$ cat src/rtl/vote_capture.sv
// vote_capture: ballot-entry stage ahead of the per-candidate vote counters.
// Synchronises and debounces four candidate buttons, allows one vote per
// armed ballot, rejects multi-button presses and emits single-cycle pulses.
module vote_capture #(
  parameter int DB_CYCLES = 16,
  parameter int DB_W      = 8
) (
  input  logic       clock,
  input  logic       reset,
  input  logic [3:0] button,
  input  logic       ballot_arm,
  input  logic       mode,
  output logic [3:0] valid_vote,
  output logic       ready,
  output logic       invalid,
  output logic       voted
);

  // Debounce length must fit the counter and be long enough to mean anything.
  generate
    if ((DB_CYCLES < 2) || (DB_CYCLES > ((2 ** DB_W) - 1))) begin : g_bad_db_cycles
      $error("vote_capture: DB_CYCLES must be in 2..2**DB_W-1");
    end
  endgenerate

  typedef enum logic [1:0] {
    ST_LOCKED   = 2'd0,
    ST_ARMED    = 2'd1,
    ST_DEBOUNCE = 2'd2,
    ST_RELEASE  = 2'd3
  } state_t;

  // Terminal count: the counter is compared before it increments, so the
  // last stable sample is seen when it holds DB_CYCLES-1.
  localparam logic [DB_W-1:0] CNT_LAST = DB_W'(DB_CYCLES - 1);
  localparam logic [DB_W-1:0] CNT_ZERO = DB_W'(0);
  localparam logic [DB_W-1:0] CNT_ONE  = DB_W'(1);

  // True when exactly one candidate bit is set.
  function automatic logic is_one_hot(input logic [3:0] v);
    return (v != 4'b0000) && ((v & (v - 4'b0001)) == 4'b0000);
  endfunction

  // Ready LED is lit while a ballot is armed and no press has been accepted.
  function automatic logic ready_for(input state_t s);
    return (s == ST_ARMED) || (s == ST_DEBOUNCE);
  endfunction

  logic [3:0]      r_sync1;
  logic [3:0]      r_sbtn;
  state_t          r_state;
  logic [3:0]      r_sample;
  logic [DB_W-1:0] r_cnt;
  logic            r_cast;
  logic [3:0]      r_valid_vote;
  logic            r_ready;
  logic            r_invalid;
  logic            r_voted;

  state_t          w_state_nxt;
  logic [3:0]      w_sample_nxt;
  logic [DB_W-1:0] w_cnt_nxt;
  logic            w_cast_nxt;
  logic [3:0]      w_valid_nxt;
  logic            w_invalid_nxt;
  logic            w_ready_nxt;
  logic            w_voted_nxt;

  // Two-flop synchroniser on the raw asynchronous buttons.
  always_ff @(posedge clock) begin
    if (reset) begin
      r_sync1 <= 4'b0000;
      r_sbtn  <= 4'b0000;
    end else begin
      r_sync1 <= button;
      r_sbtn  <= r_sync1;
    end
  end

  // Next-state and next-output logic; mode overrides every state.
  always_comb begin
    w_state_nxt   = r_state;
    w_sample_nxt  = r_sample;
    w_cnt_nxt     = r_cnt;
    w_cast_nxt    = r_cast;
    w_valid_nxt   = 4'b0000;
    w_invalid_nxt = 1'b0;

    if (mode) begin
      // Display mode: drop any in-progress press and lock the ballot.
      w_state_nxt  = ST_LOCKED;
      w_sample_nxt = 4'b0000;
      w_cnt_nxt    = CNT_ZERO;
      w_cast_nxt   = 1'b0;
    end else begin
      case (r_state)
        ST_LOCKED: begin
          if (ballot_arm) begin
            w_state_nxt = ST_ARMED;
            w_cnt_nxt   = CNT_ZERO;
          end else begin
            w_state_nxt = ST_LOCKED;
          end
        end

        ST_ARMED: begin
          if (r_sbtn != 4'b0000) begin
            w_state_nxt  = ST_DEBOUNCE;
            w_sample_nxt = r_sbtn;
            w_cnt_nxt    = CNT_ONE;
          end else begin
            w_state_nxt = ST_ARMED;
          end
        end

        ST_DEBOUNCE: begin
          if (r_sbtn == r_sample) begin
            if (r_cnt >= CNT_LAST) begin
              // Press accepted: a single candidate votes, anything else is rejected.
              if (is_one_hot(r_sample)) begin
                w_valid_nxt = r_sample;
                w_cast_nxt  = 1'b1;
              end else begin
                w_invalid_nxt = 1'b1;
                w_cast_nxt    = 1'b0;
              end
              w_state_nxt = ST_RELEASE;
              w_cnt_nxt   = CNT_ZERO;
            end else begin
              w_cnt_nxt = r_cnt + CNT_ONE;
            end
          end else if (r_sbtn == 4'b0000) begin
            // Contact bounced open before the press was stable.
            w_state_nxt = ST_ARMED;
            w_cnt_nxt   = CNT_ZERO;
          end else begin
            // Different button pattern: restart debounce on the new pattern.
            w_sample_nxt = r_sbtn;
            w_cnt_nxt    = CNT_ONE;
          end
        end

        ST_RELEASE: begin
          if (r_sbtn == 4'b0000) begin
            if (r_cnt >= CNT_LAST) begin
              // Buttons cleanly released: a cast vote closes the ballot,
              // a rejected press lets the voter try again.
              w_state_nxt = r_cast ? ST_LOCKED : ST_ARMED;
              w_cnt_nxt   = CNT_ZERO;
            end else begin
              w_cnt_nxt = r_cnt + CNT_ONE;
            end
          end else begin
            w_cnt_nxt = CNT_ZERO;
          end
        end

        default: begin
          w_state_nxt  = ST_LOCKED;
          w_sample_nxt = 4'b0000;
          w_cnt_nxt    = CNT_ZERO;
          w_cast_nxt   = 1'b0;
        end
      endcase
    end

    w_ready_nxt = ready_for(w_state_nxt);
    w_voted_nxt = |w_valid_nxt;
  end

  // FSM state, debounce bookkeeping and registered outputs.
  always_ff @(posedge clock) begin
    if (reset) begin
      r_state      <= ST_LOCKED;
      r_sample     <= 4'b0000;
      r_cnt        <= CNT_ZERO;
      r_cast       <= 1'b0;
      r_valid_vote <= 4'b0000;
      r_ready      <= 1'b0;
      r_invalid    <= 1'b0;
      r_voted      <= 1'b0;
    end else begin
      r_state      <= w_state_nxt;
      r_sample     <= w_sample_nxt;
      r_cnt        <= w_cnt_nxt;
      r_cast       <= w_cast_nxt;
      r_valid_vote <= w_valid_nxt;
      r_ready      <= w_ready_nxt;
      r_invalid    <= w_invalid_nxt;
      r_voted      <= w_voted_nxt;
    end
  end

  assign valid_vote = r_valid_vote;
  assign ready      = r_ready;
  assign invalid    = r_invalid;
  assign voted      = r_voted;

endmodule

$ cat config.mk
export PLATFORM = sky130hd
export DESIGN_NAME = vote_capture
export DESIGN_NICKNAME = d
export VERILOG_FILES = /design/src/rtl/vote_capture.sv
export SDC_FILE = /design/constraint.sdc
export NUM_CORES = 1
export LEC_CHECK = 0
export CORE_MARGIN = 2
export CORE_UTILIZATION = 45
export DETAILED_ROUTE_END_ITERATION = 7
export HOLD_SLACK_MARGIN = 0.03
export PLACE_DENSITY = 0.66
export SETUP_SLACK_MARGIN = 0.3
export SLEW_MARGIN = 10
export SYNTH_ARGS = -nofsm -noshare
export SYNTH_HDL_FRONTEND = slang
export SYNTH_SLANG_ARGS = --single-unit
$ cat constraint.sdc
create_clock -name clock -period 5.9 [get_ports clock]
set_input_delay 1.475 -clock clock [delete_from_list [all_inputs] [get_ports clock]]
set_output_delay 1.475 -clock clock [all_outputs]
set_load 0.01 [all_outputs]
==> results of run 1 <==
[area by class of cell]
cell class	count	area [sq um]
clock inverter	2	10.0
fill	251	1260
tap	31	38.8
multi-input combinational	99	657
timing repair buffer	14	140
inverter	3	11.3
sequential	30	601
clock buffer	5	37.5
[power breakdown]
part	total (uW)	switching [uW]	internal, uW
clock	107	64.5	42.8
combinational	29.4	14.9	14.5
sequential	210	3.81	206
total	346	83.2	263
[cell usage in the layout (no fill, tap or decap), types with 4 or more instances in the layout]
| cell type | count |
|---|---|
| nand2_1 | 9 |
| xor2_1 | 5 |
| nor3_1 | 7 |
| a21oi_1 | 5 |
| nor2b_1 | 13 |
| clkbuf_4 | 5 |
| o21ai_0 | 9 |
| clkdlybuf4s50_1 | 14 |
| nor2_1 | 10 |
| and2_1 | 4 |
| nand3_1 | 7 |
| dfxtp_1 | 30 |
[metrics by stage]
step | std cells | power, uW | setup slack, ns | hold slack [ns] | area, sq um
floorplan | 138 | 234 | 3.48 | 0.414 | 1300
global placement | 177 | 244 | 2.53 | 0.418 | 1450
detailed placement | 177 | 244 | 2.46 | 0.423 | 1450
CTS | 184 | 351 | 2.78 | 0.445 | 1500
global route | 184 | 365 | 2.58 | 0.464 | 1500
finish | 184 | 346 | 2.78 | 0.440 | 1500
[registers in the layout (all words and copies together) (netlist names)]
| signal | cells |
|---|---|
| valid_vote | 4 |
| r_cnt | 8 |
| invalid | 1 |
| voted | 1 |
| r_sample | 4 |
| r_state | 2 |
| r_sync1 | 4 |
| ready | 1 |
| r_cast | 1 |
| r_sbtn | 4 |
[per-layer routing]
layer / up-vias / wire, um / GRT usage (%)
li1: 520 / - / -
met1: 472 / 971 / 17.4
met2: 37 / 1070 / 24.7
met3: 2 / 134 / 6.25
met4: 0 / 17 / 5.98
met5: - / 0 / 0
[worst min-delay path by stage]
stage	end	cells past startpoint	startpoint	slack (ns)
global route	r_sbtn[0]$_SDFF_PP0_	1	r_sync1[0]$_SDFF_PP0_	0.46
finish	r_sbtn[0]$_SDFF_PP0_	1	r_sync1[0]$_SDFF_PP0_	0.44
detailed placement	r_sbtn[3]$_SDFF_PP0_	1	r_sync1[3]$_SDFF_PP0_	0.42
CTS	r_sbtn[3]$_SDFF_PP0_	1	r_sync1[3]$_SDFF_PP0_	0.44
floorplan	r_sbtn[0]$_SDFF_PP0_	1	r_sync1[0]$_SDFF_PP0_	0.41
global placement	r_sbtn[3]$_SDFF_PP0_	1	r_sync1[3]$_SDFF_PP0_	0.42
[worst max-delay path: cells and delay by family]
family / cells / cell delay, ns
and+or+nand+nor: 3 / 1.26
buffers and inverters: 1 / 0.61
[cell usage after synthesis, types with 3 or more instances]
| master | instances | share of area, % |
|---|---|---|
| inv_1 | 3 | 0.87 |
| nor2_1 | 10 | 2.9 |
| nand2b_1 | 3 | 1.4 |
| nor2b_1 | 13 | 6.3 |
| mux2i_1 | 3 | 2.3 |
| clkbuf_1 | 5 | 1.4 |
| nand2_1 | 9 | 2.6 |
| a21oi_1 | 5 | 1.9 |
| nand3_1 | 7 | 2.7 |
| xor2_1 | 5 | 3.4 |
| dfxtp_1 | 30 | 46 |
| a211oi_1 | 3 | 1.7 |
| and2_1 | 4 | 1.9 |
| nor3_1 | 7 | 2.7 |
| o21ai_0 | 9 | 3.5 |
[logic make-up after synthesis]
family	count (synthesis)	share of synthesized area, %
AO/OA/AOI/OAI	24	13.0
AND/OR/NAND/NOR	63	27.9
flip-flops	30	46.2
XOR/XNOR	6	4.62
multiplexers	5	4.05
buffers and inverters	9	3.18
adder cells (fa/ha/maj)	1	0.963
==> impl_metrics.toml, run 1 <==
[global_route]
grt-ovfl-total = 0
grt_pass1_wl_um = 3840
antenna_found_initial = 0
grt_use_total_pct = 15.1
grt_max_degree = 14
grt_pass1_vias = 935

[die]
initial_core_util_pct = 47.1
die_area_sq_um = 3330
num_rows = 19
fp.dieW_um = 57.7
fp.dieH_um = 57.7
core_sq_um = 2760
io_pins = 15

[sta]
fin_crit_ns = 3.12
relSlewSlack_pct = 58.0
setup_violations = 0
tns_ns = 0
fin_worst_skew_ns = 0.0113
max_freq_ghz = 0.320
post-route-period-util_pct = 52.9
hold_viol = 0
tightestPinTransition_ns = 0.628
rsz0062_at_grt = "false"
maxSlewViolCount = 0

[synthesis]
synthFlopType = "dfxtp_1"
avgSynthCellArea_sq_um = 9.41
ys_seq_area_share_pct = 46.2
ys_types = 33
syn-cell-area_sq_um = 1300
ys_warn_count = 0
syn_nets = 147
syn_inst = 138
synth_edf_count = 0
synthArstFlopShare_pct = 0
ys_ff_latch = 30

[route]
via_per_inst = 5.60
dr.pass1.iters = 4
drc = 0
routed_wl_um = 2190
wl_per_cell_um = 11.9
drt_iter0_markers = 40
vias = 1031
ant_nets = 0

[worst_setup_path]
critPathSlowestCell = "clkdlybuf4s50_1"
cp.arrival_ns = 3.34
critical_path.max_fanout = 13
timing.rr.start = "r_cnt[4]$_SDFFE_PP0P_"
max_stage_delay_ns = 0.61
end_kind = "register"
regToRegSetupSlack_ns = 3.73
crit_start = "reset"
ff2ff_path_depth = 5
reg2reg_to = "ready$_SDFF_PP0_"
cp-start-kind = "primary input"
required_ns = 6.12
path_cells = "clkdlybuf4s50_1 -> nor2_1 -> nand4_1 -> nor4_1"
endpoint = "valid_vote[1]$_SDFF_PP0_"
path_class = "primary input to register"

[clock_network]
path_clk_slew_ns = 0.09
cts_made_buffers = 5
cts-hold-fix-buffers = 0
post_cts_buffers = 0
cts_resized = 0
h-tree-depth = 2
cts_tree = "yes"
clkLatencyLatePin_ns = 0.31
clockRootBuffer = "clkbuf_4"
cts_sinks = 30
clockBufferDepth = 2

[pwr]
worst_ir_drop_vdd_v = 0.000176
p_leak_uw = 0.000543
power_density_nw_per_um2 = 232

[run]
cap_violations = 0

[layout]
syn_to_final_growth_pct = 15.1
fin_nets = 162
layout-drive-gt1-share_pct = 9.15
num_antenna_cells = 0
fin_util_pct = 54.2

[placed_design]
io_buffer_count = 14
place_hpwl_um = 1600
gp_congestion = 0.769

[run_status]
status = "finished clean"

[worst_hold_path]
hold_path.class = "register to register"
(Power assumes the default switching activity.)
==> inputs of run 2 (changes only) <==
--- a/config.mk
+++ b/config.mk
@@ -9,7 +9,7 @@
 export CORE_UTILIZATION = 45
 export DETAILED_ROUTE_END_ITERATION = 7
 export HOLD_SLACK_MARGIN = 0.03
-export PLACE_DENSITY = 0.66
+export PLACE_DENSITY = 0.69
 export SETUP_SLACK_MARGIN = 0.3
 export SLEW_MARGIN = 10
 export SYNTH_ARGS = -nofsm -noshare
==> constraint.sdc (replaced) <==
create_clock -name clock -period 2.6 [get_ports clock]
set_input_delay 0.65 -clock clock [delete_from_list [all_inputs] [get_ports clock]]
set_output_delay 0.65 -clock clock [all_outputs]
set_load 0.01 [all_outputs]
==> impl_metrics.toml, run 2 (synthesis results as in run 1) <==
[global_route]
grt_max_degree = 13
grt-ovfl-total = 0
grt_pass1_vias = 936
grt_use_total_pct = 15.9
grt_pass1_wl_um = 3960
antenna_found_initial = 0

[worst_setup_path]
path_class = "register to register"
end_kind = "register"
ff2ff_path_depth = 5
critPathSlowestCell = "or4_1"
path_cells = "or4_1 -> a31oi_1 -> nor3_1 -> a2111oi_4 -> mux2_1"
timing.rr.start = "r_cnt[4]$_SDFFE_PP0P_"
crit_start = "r_cnt[4]$_SDFFE_PP0P_"
max_stage_delay_ns = 0.60
required_ns = 2.82
regToRegSetupSlack_ns = 0.39
cp-start-kind = "register"
critPathTopFamily = "simple AND/OR/NAND/NOR gates"
reg2reg_to = "ready$_SDFF_PP0_"
path_buf_inv = 0
critical_path.max_fanout = 4
cp.arrival_ns = 2.43

[sta]
rsz0062_at_grt = "false"
tightestPinTransition_ns = 0.486
maxSlewViolCount = 0
post-route-period-util_pct = 85.0
fin_worst_skew_ns = 0.00942
tns_ns = 0
fin_crit_ns = 2.21
setup_violations = 0
hold_viol = 0
relSlewSlack_pct = 67.3
max_freq_ghz = 0.453

[route]
drc = 0
dr.pass1.iters = 4
ant_nets = 0
wl_per_cell_um = 11.9
routed_wl_um = 2230
vias = 1021
via_per_inst = 5.43
drt_iter0_markers = 24

[layout]
fin_nets = 165
layout-drive-gt1-share_pct = 10.8
num_antenna_cells = 0
final_cells = 188
final_common_cell = "dfxtp_1"
syn_to_final_growth_pct = 17.8
final_cell_mix = "dfxtp_1 (30), clkdlybuf4s50_1 (14), nor2b_1 (13)"
largest_reg_flops = 8
largest_register = "r_cnt"

[clock_network]
clockRootBuffer = "clkbuf_4"
cts_made_buffers = 5
cts-hold-fix-buffers = 0
path_clk_slew_ns = 0.10
h-tree-depth = 2
clkLatencyLatePin_ns = 0.32
post_cts_buffers = 0
cts_tree = "yes"
cts_sinks = 30
cts_resized = 0
clockBufferDepth = 2

[placed_design]
gp_congestion = 0.783
place_hpwl_um = 1680
io_buffer_count = 14
place_inst = 180

[worst_hold_path]
hold_path.class = "register to register"
hold_start = "r_sync1[1]$_SDFF_PP0_"
hold_depth = 1
holdPathEnd = "r_sbtn[1]$_SDFF_PP0_"

[die]
num_rows = 19
initial_core_util_pct = 47.1
die_area_sq_um = 3330
fp.dieW_um = 57.7
core_sq_um = 2760
io_pins = 15
fp.dieH_um = 57.7

[run]
cap_violations = 0

[pwr]
p_leak_uw = 0.000562
finalPower_uw = 828
worst_ir_drop_vdd_v = 0.000433
power_density_nw_per_um2 = 541

[run_status]
status = "finished clean"
run 2: cell count changes in the layout (fill, tap and decap cells not counted), sizes merged:
cell / change
buf: +3
clkinv: -1
clkbuf: +2
run 2: how the worst max path moves through the flow:
stage,end,slack [ns],depth (start not counted)
2_1_floorplan,ready$_SDFF_PP0_,0.61,6
3_3_place_gp,r_cnt[5]$_SDFFE_PP0P_,0.43,4
3_5_place_dp,r_cnt[1]$_SDFFE_PP0P_,0.34,5
4_1_cts,ready$_SDFF_PP0_,0.43,5
5_1_grt,ready$_SDFF_PP0_,0.31,5
6_report,ready$_SDFF_PP0_,0.39,5
run 2: routing by layer:
metal	global-route usage, %	vias up	part of all wire, %
met2	25.5	34	46
met1	17.9	457	44
met5	0	-	0
met3	6.03	5	6.6
met4	9.30	0	2.5
li1	-	525	-
run 2: power breakdown:
| group | internal (uW) | switching (uW) | leakage [uW] |
|---|---|---|---|
| clock network | 131 | 149 | 0.0000353 |
| registers | 467 | 8.82 | 0.000244 |
| logic | 37.0 | 34.8 | 0.000284 |
run 2: per-stage QoR:
stage	hold slack [ns]	area [sq um]	util, %	setup WS (ns)
global placement	0.417	1470	53.3	0.425
finish	0.442	1530	55.5	0.391
detailed placement	0.426	1470	53.3	0.337
CTS	0.447	1530	55.5	0.434
floorplan	0.414	1300	-	0.615
global route	0.472	1530	55.5	0.309
run 2: cell type report:
cell class,count,area [sq um]
timing repair buffer,17,163
sequential,30,601
clock inverter,1,5.00
clock buffer,7,55.1
fill,236,1230
tap,31,38.8
multi-input combinational,99,657
inverter,3,11.3
